<file path="config.mk">
export PLATFORM = sky130hd
export DESIGN_NAME = uart_tx_arbiter
export DESIGN_NICKNAME = d
export VERILOG_FILES = /design/src/rtl/uart_tx_arbiter.sv
export SDC_FILE = /design/constraint.sdc
export NUM_CORES = 1
export LEC_CHECK = 0
export ABC_AREA = 1
export CORE_UTILIZATION = 45
export DETAILED_ROUTE_END_ITERATION = 12
export PLACE_DENSITY = 0.77
export REMOVE_ABC_BUFFERS = 1
export SYNTH_ARGS = -nofsm -noshare
export SYNTH_HDL_FRONTEND = slang
export SYNTH_SLANG_ARGS = --single-unit
</file>
<file path="constraint.sdc">
create_clock -name clk -period 1.7 [get_ports clk]
set_input_delay 0.34 -clock clk [delete_from_list [all_inputs] [get_ports clk]]
set_output_delay 0.34 -clock clk [all_outputs]
set_load 0.03 [all_outputs]
</file>
<file path="src/rtl/uart_tx_arbiter.sv">
// Packet-level round-robin arbiter sharing one UART TX core among N byte-stream
// requesters; a winner keeps the core until its `last` byte, or until the watchdog evicts it.
module uart_tx_arbiter #(
  parameter int N              = 4,
  parameter int TIMEOUT_CYCLES = 50000
) (
  input  logic           clk,
  input  logic           rst,
  input  logic [N-1:0]   req_valid_i,
  input  logic [8*N-1:0] req_data_i,
  input  logic [N-1:0]   req_last_i,
  output logic [N-1:0]   req_ready_o,
  output logic [N-1:0]   grant_o,
  output logic [7:0]     tx_data_o,
  output logic           tx_start_o,
  input  logic           tx_done_i,
  output logic           busy_o,
  output logic           timeout_err_o,
  output logic [1:0]     state_o
);

  localparam int IW = (N > 1) ? $clog2(N) : 1;
  localparam int CW = (TIMEOUT_CYCLES > 0) ? $clog2(TIMEOUT_CYCLES + 1) : 1;

  localparam logic [1:0] ST_IDLE      = 2'd0;
  localparam logic [1:0] ST_FETCH     = 2'd1;
  localparam logic [1:0] ST_WAIT_DONE = 2'd2;

  logic [1:0]    state_q, state_d;
  logic [N-1:0]  grant_q, grant_d;
  logic [IW-1:0] gidx_q, gidx_d;
  logic [IW-1:0] last_ptr_q, last_ptr_d;
  logic [7:0]    tx_data_q, tx_data_d;
  logic          tx_start_q, tx_start_d;
  logic          last_r_q, last_r_d;
  logic [CW-1:0] cnt_q, cnt_d;
  logic          timeout_q, timeout_d;

  logic          pick_found;
  logic [IW-1:0] pick_idx;
  logic [IW-1:0] cand;
  logic          hs;

  // Search starts just past the previous owner so every requester gets a turn.
  always_comb begin
    pick_found = 1'b0;
    pick_idx   = '0;
    cand       = '0;
    for (int k = 1; k <= N; k++) begin
      cand = IW'((int'(last_ptr_q) + k) % N);
      if (!pick_found && req_valid_i[cand]) begin
        pick_found = 1'b1;
        pick_idx   = cand;
      end
    end
  end

  // valid/ready: a byte moves from requester i on a rising edge where
  // req_valid_i[i] && req_ready_o[i]; ready only ever rises for the owner in FETCH.
  assign req_ready_o = (state_q == ST_FETCH) ? (req_valid_i & grant_q) : '0;
  assign hs          = (state_q == ST_FETCH) && req_valid_i[gidx_q];

  always_comb begin
    state_d    = state_q;
    grant_d    = grant_q;
    gidx_d     = gidx_q;
    last_ptr_d = last_ptr_q;
    tx_data_d  = tx_data_q;
    tx_start_d = 1'b0;
    last_r_d   = last_r_q;
    cnt_d      = cnt_q;
    timeout_d  = 1'b0;
    case (state_q)
      ST_IDLE: begin
        if (pick_found) begin
          grant_d = {{(N-1){1'b0}}, 1'b1} << pick_idx;
          gidx_d  = pick_idx;
          cnt_d   = '0;
          state_d = ST_FETCH;
        end
      end
      ST_FETCH: begin
        if (hs) begin
          tx_data_d  = req_data_i[{gidx_q, 3'b000} +: 8];
          last_r_d   = req_last_i[gidx_q];
          tx_start_d = 1'b1;
          state_d    = ST_WAIT_DONE;
        end else if ((TIMEOUT_CYCLES != 0) && (cnt_q == CW'(TIMEOUT_CYCLES - 1))) begin
          // This idle cycle would bring the count to the limit: evict now.
          timeout_d  = 1'b1;
          grant_d    = '0;
          last_ptr_d = gidx_q;
          state_d    = ST_IDLE;
        end else if (cnt_q != {CW{1'b1}}) begin
          cnt_d = cnt_q + 1'b1;
        end
      end
      ST_WAIT_DONE: begin
        if (tx_done_i) begin
          if (last_r_q) begin
            grant_d    = '0;
            last_ptr_d = gidx_q;
            state_d    = ST_IDLE;
          end else begin
            cnt_d   = '0;
            state_d = ST_FETCH;
          end
        end
      end
      default: state_d = ST_IDLE;
    endcase
  end

  always_ff @(posedge clk) begin
    if (rst) begin
      state_q    <= ST_IDLE;
      grant_q    <= '0;
      gidx_q     <= '0;
      last_ptr_q <= IW'(N - 1);
      tx_data_q  <= '0;
      tx_start_q <= 1'b0;
      last_r_q   <= 1'b0;
      cnt_q      <= '0;
      timeout_q  <= 1'b0;
    end else begin
      state_q    <= state_d;
      grant_q    <= grant_d;
      gidx_q     <= gidx_d;
      last_ptr_q <= last_ptr_d;
      tx_data_q  <= tx_data_d;
      tx_start_q <= tx_start_d;
      last_r_q   <= last_r_d;
      cnt_q      <= cnt_d;
      timeout_q  <= timeout_d;
    end
  end

  assign grant_o       = grant_q;
  assign tx_data_o     = tx_data_q;
  assign tx_start_o    = tx_start_q;
  assign busy_o        = (state_q != ST_IDLE);
  assign timeout_err_o = timeout_q;
  assign state_o       = state_q;

endmodule

</file>
==> flow_metrics.py <==
metrics = {
    "worst_hold_path": {
        "min-delay-path-class": "reg2reg",
        "min_path_cells": 2,
        "min_delay_worst_endpoint": "grant_o[0]",
        "holdCritStartpoint": "grant_o[0]",
    },
    "logic_synthesis": {
        "synth_cell_types": 33,
        "synth.top_cells.by_count": "nand2_1, nor2_1, dfxtp_1",
        "synth_edf_count": 0,
        "postSynthCellCount": 402,
        "yosys-top-cells-area": "dfxtp_1, nand2_1, nor2_1",
        "syn-cell-area_sq_um": 2590,
        "synthFlopType": "dfxtp_1",
        "synth_most_common_cell": "nand2_1",
        "yosys.area.top_type_share_pct": 28.6,
        "synth.largest_area_cell": "dfxtp_1",
        "synth_warnings": 0,
        "avgSynthCellArea_sq_um": 6.45,
        "ys_async_sr_fraction_pct": 0,
        "seq_area_frac_synth_pct": 28.6,
        "synth_seq_cells": 37,
    },
    "die": {
        "initial_core_util_pct": 46.8,
        "die_w_microns": 77.9,
        "die_y_microns": 77.9,
        "num_rows": 27,
        "pin_count": 64,
        "die-area_sq_um": 6070,
        "core_sq_um": 5540,
    },
    "routing": {
        "ant_nets": 0,
        "wirelength_mm": 8.44,
        "wl_per_cell_microns": 14.6,
        "vias": 3108,
        "first_pass_iters": 5,
        "routed_via_density": 5.36,
        "first_iter_violations": 188,
        "drt_drc_violations_left": 0,
    },
    "critical_path": {
        "rr_endpoint": "cnt_q[10]",
        "cp_top_family": "compound AO/OA/AOI/OAI gates",
        "worst_setup_path_start_kind": "register",
        "regToRegSetupSlack_ns": -0.01,
        "slowest_delay_ns": 0.35,
        "path_cells": "inv_2, ha_2, inv_1, o211ai_1, a21oi_4, buf_12, buf_4, nand2_4, nand2_2, a21oi_2",
        "worstPathRequired_ns": 1.94,
        "critical_path.slowest_cell": "dfxtp_2",
        "cp_max_fo": 4,
        "crit_arrival_ns": 1.95,
        "path_buf_inv": 4,
        "critical_path_class": "reg2reg",
        "worstRegToRegCells": 10,
        "r2r-start": "state_o[0]",
        "critPathCaptureType": "register",
    },
    "global_route": {
        "grt_pass1_vias": 2885,
        "grt_pass1_wl_mm": 12.8,
        "grt_use_total_pct": 26.5,
        "grt_overflow_total": 0,
        "antenna_found_initial": 0,
        "grt_max_degree": 21,
    },
    "placement": {
        "dp_slack_ns": -0.484,
        "port_buffers": 63,
        "dp.cells": 560,
        "place.gp.congestion": 0.892,
        "dpl.hpwl_mm": 5.33,
        "place_area_sq_um": 3480,
    },
    "outcome": {
        "violations": "setup timing",
        "status": "complete, but fails checks",
    },
    "timing": {
        "fin_crit_sh_pct": 101,
        "fmax_mhz": 584,
        "max_slew_margin_pct": 70.1,
        "rsz0062_at_grt": "yes",
        "finalHoldViolCount": 0,
        "worst_slack_ns": -0.0137,
        "slew_violations": 0,
        "finalClockSkew_ns": 0.00814,
        "tns_ns": -0.0209,
        "whs_ns": 0.479,
        "layout_min_cycle_time_ns": 1.71,
        "setup_viol": 2,
        "worst_slew_pin_slew_ns": 0.448,
    },
    "finish": {
        "stdcell_area_sq_um": 3890,
        "antenna_cells": 0,
        "syn_to_final_growth_pct": 50.3,
        "num-fill-cells": 465,
        "regArea_sq_um": 767,
        "utilization_pct": 70.3,
        "multi_input_area_sq_um": 1790,
        "fin_nets": 556,
        "finalNonFillerCells": 580,
        "drive_gt1_share_pct": 31.1,
    },
    "power": {
        "p_per_area_nw_per_um2": 1620,
        "irDropWorstVdd_mv": 0.877,
        "p_total_mw": 6.30,
        "p_leak_nw": 1.67,
    },
    "clocking": {
        "cts.sinks": 37,
        "htreeDepth": 2,
        "clk_pin_slew_worst_paths_ns": 0.07,
        "cts-root-buf": "clkbuf_8",
        "max-clock-path-buffers": 2,
        "clock_latency_ns": 0.30,
        "cts_tree": "built",
        "numCtsBuffers": 5,
    },
    "flow_run": {
        "maxCapViolCount": 0,
    },
}
-- logic make-up after synthesis --
kind of cell | after synthesis | share of synthesized area (%)
and+or+nand+nor | 223 | 39.6
AOI/OAI and AO/OA | 73 | 16.2
buffers and inverters | 53 | 9.42
DFF | 37 | 28.6
xor gates and xnor gates | 11 | 3.72
adders and majority gates | 5 | 2.41
-- layer usage --
layer	global-route usage [%]	share of wire, %	vias up
li1	-	-	1510
met1	31.2	41	1448
met2	47.5	50	120
met3	3.65	5.6	30
met4	11.9	2.8	0
met5	0	0	-
-- worst reg2reg max path: stages (launching register included) --
cell and delay, ns:
dfxtp_2 0.35, inv_2 0.08, ha_2 0.18, inv_1 0.07
o211ai_1 0.32, a21oi_4 0.07, buf_12 0.16, buf_4 0.14
nand2_4 0.09, nand2_2 0.07, a21oi_2 0.14
-- power breakdown --
group | leakage [nW] | total [mW] | switching (mW) | internal (mW)
combinational | 1.32 | 4.39 | 2.72 | 1.67
sequential | 0.307 | 1.27 | 0.171 | 1.10
clock | 0.0443 | 0.638 | 0.316 | 0.322
-- state kept, by name, indices dropped and copies added (netlist names) --
| signal | count |
|---|---|
| last_r_q | 1 |
| tx_data_o | 8 |
| gidx_q | 2 |
| state_o | 2 |
| cnt_q | 16 |
| tx_start_o | 1 |
| grant_o | 4 |
| timeout_err_o | 1 |
| last_ptr_q | 2 |
-- placed cells by master, fill, tap and decap left out, types with 3 or more instances in the layout --
cell type        count
nand3_1             15
a21oi_1             15
dlygate4sd2_1        6
inv_8                3
nand2_4              3
dfxtp_4              4
o21ai_0             31
nor2_4               5
clkdlybuf4s50_1     50
nor3_1               7
inv_2                9
o22ai_1              9
nand2_1             73
nand2_2             35
nand4_1              6
dfxtp_1             24
nor2_1              63
xor2_1              11
nand3_2              8
clkbuf_8             6
dfxtp_2              9
o211ai_1             3
buf_4               49
a21oi_2             11
inv_1               26
-- final cells by class --
class	count	share of cell area, %
Sequential cell	37	19.7
Tap cell	72	2.31
Clock buffer	7	2.22
Inverter	39	4.24
Timing Repair Buffer	110	25.4
Multi-Input combinational cell	314	45.9
Timing Repair inverter	1	0.289
-- how the worst max path moves through the flow --
stage                               from             end  slack [ns]  depth (start not counted)
after floorplan               state_o[0]  req_ready_o[0]       -0.39                          3
after global placement    req_valid_i[0]       cnt_q[14]       -0.43                         10
after detailed placement  req_valid_i[1]       cnt_q[10]       -0.48                         10
after CTS                       cnt_q[0]       cnt_q[10]        0.01                         12
after global routing            cnt_q[1]      grant_o[0]       -0.07                         11
final                         state_o[0]       cnt_q[10]       -0.01                         10
-- repair_timing --
item                                    4_1_cts  5_1_grt
hold buffers                                  0        0
cloned                                        3        0
endpoints found under the setup margin       38       33
gates resized for setup                      19       65
pin swaps                                     5       23
setup buffers                                 2        8
No activity file was read; power rests on OpenSTA's default activity.
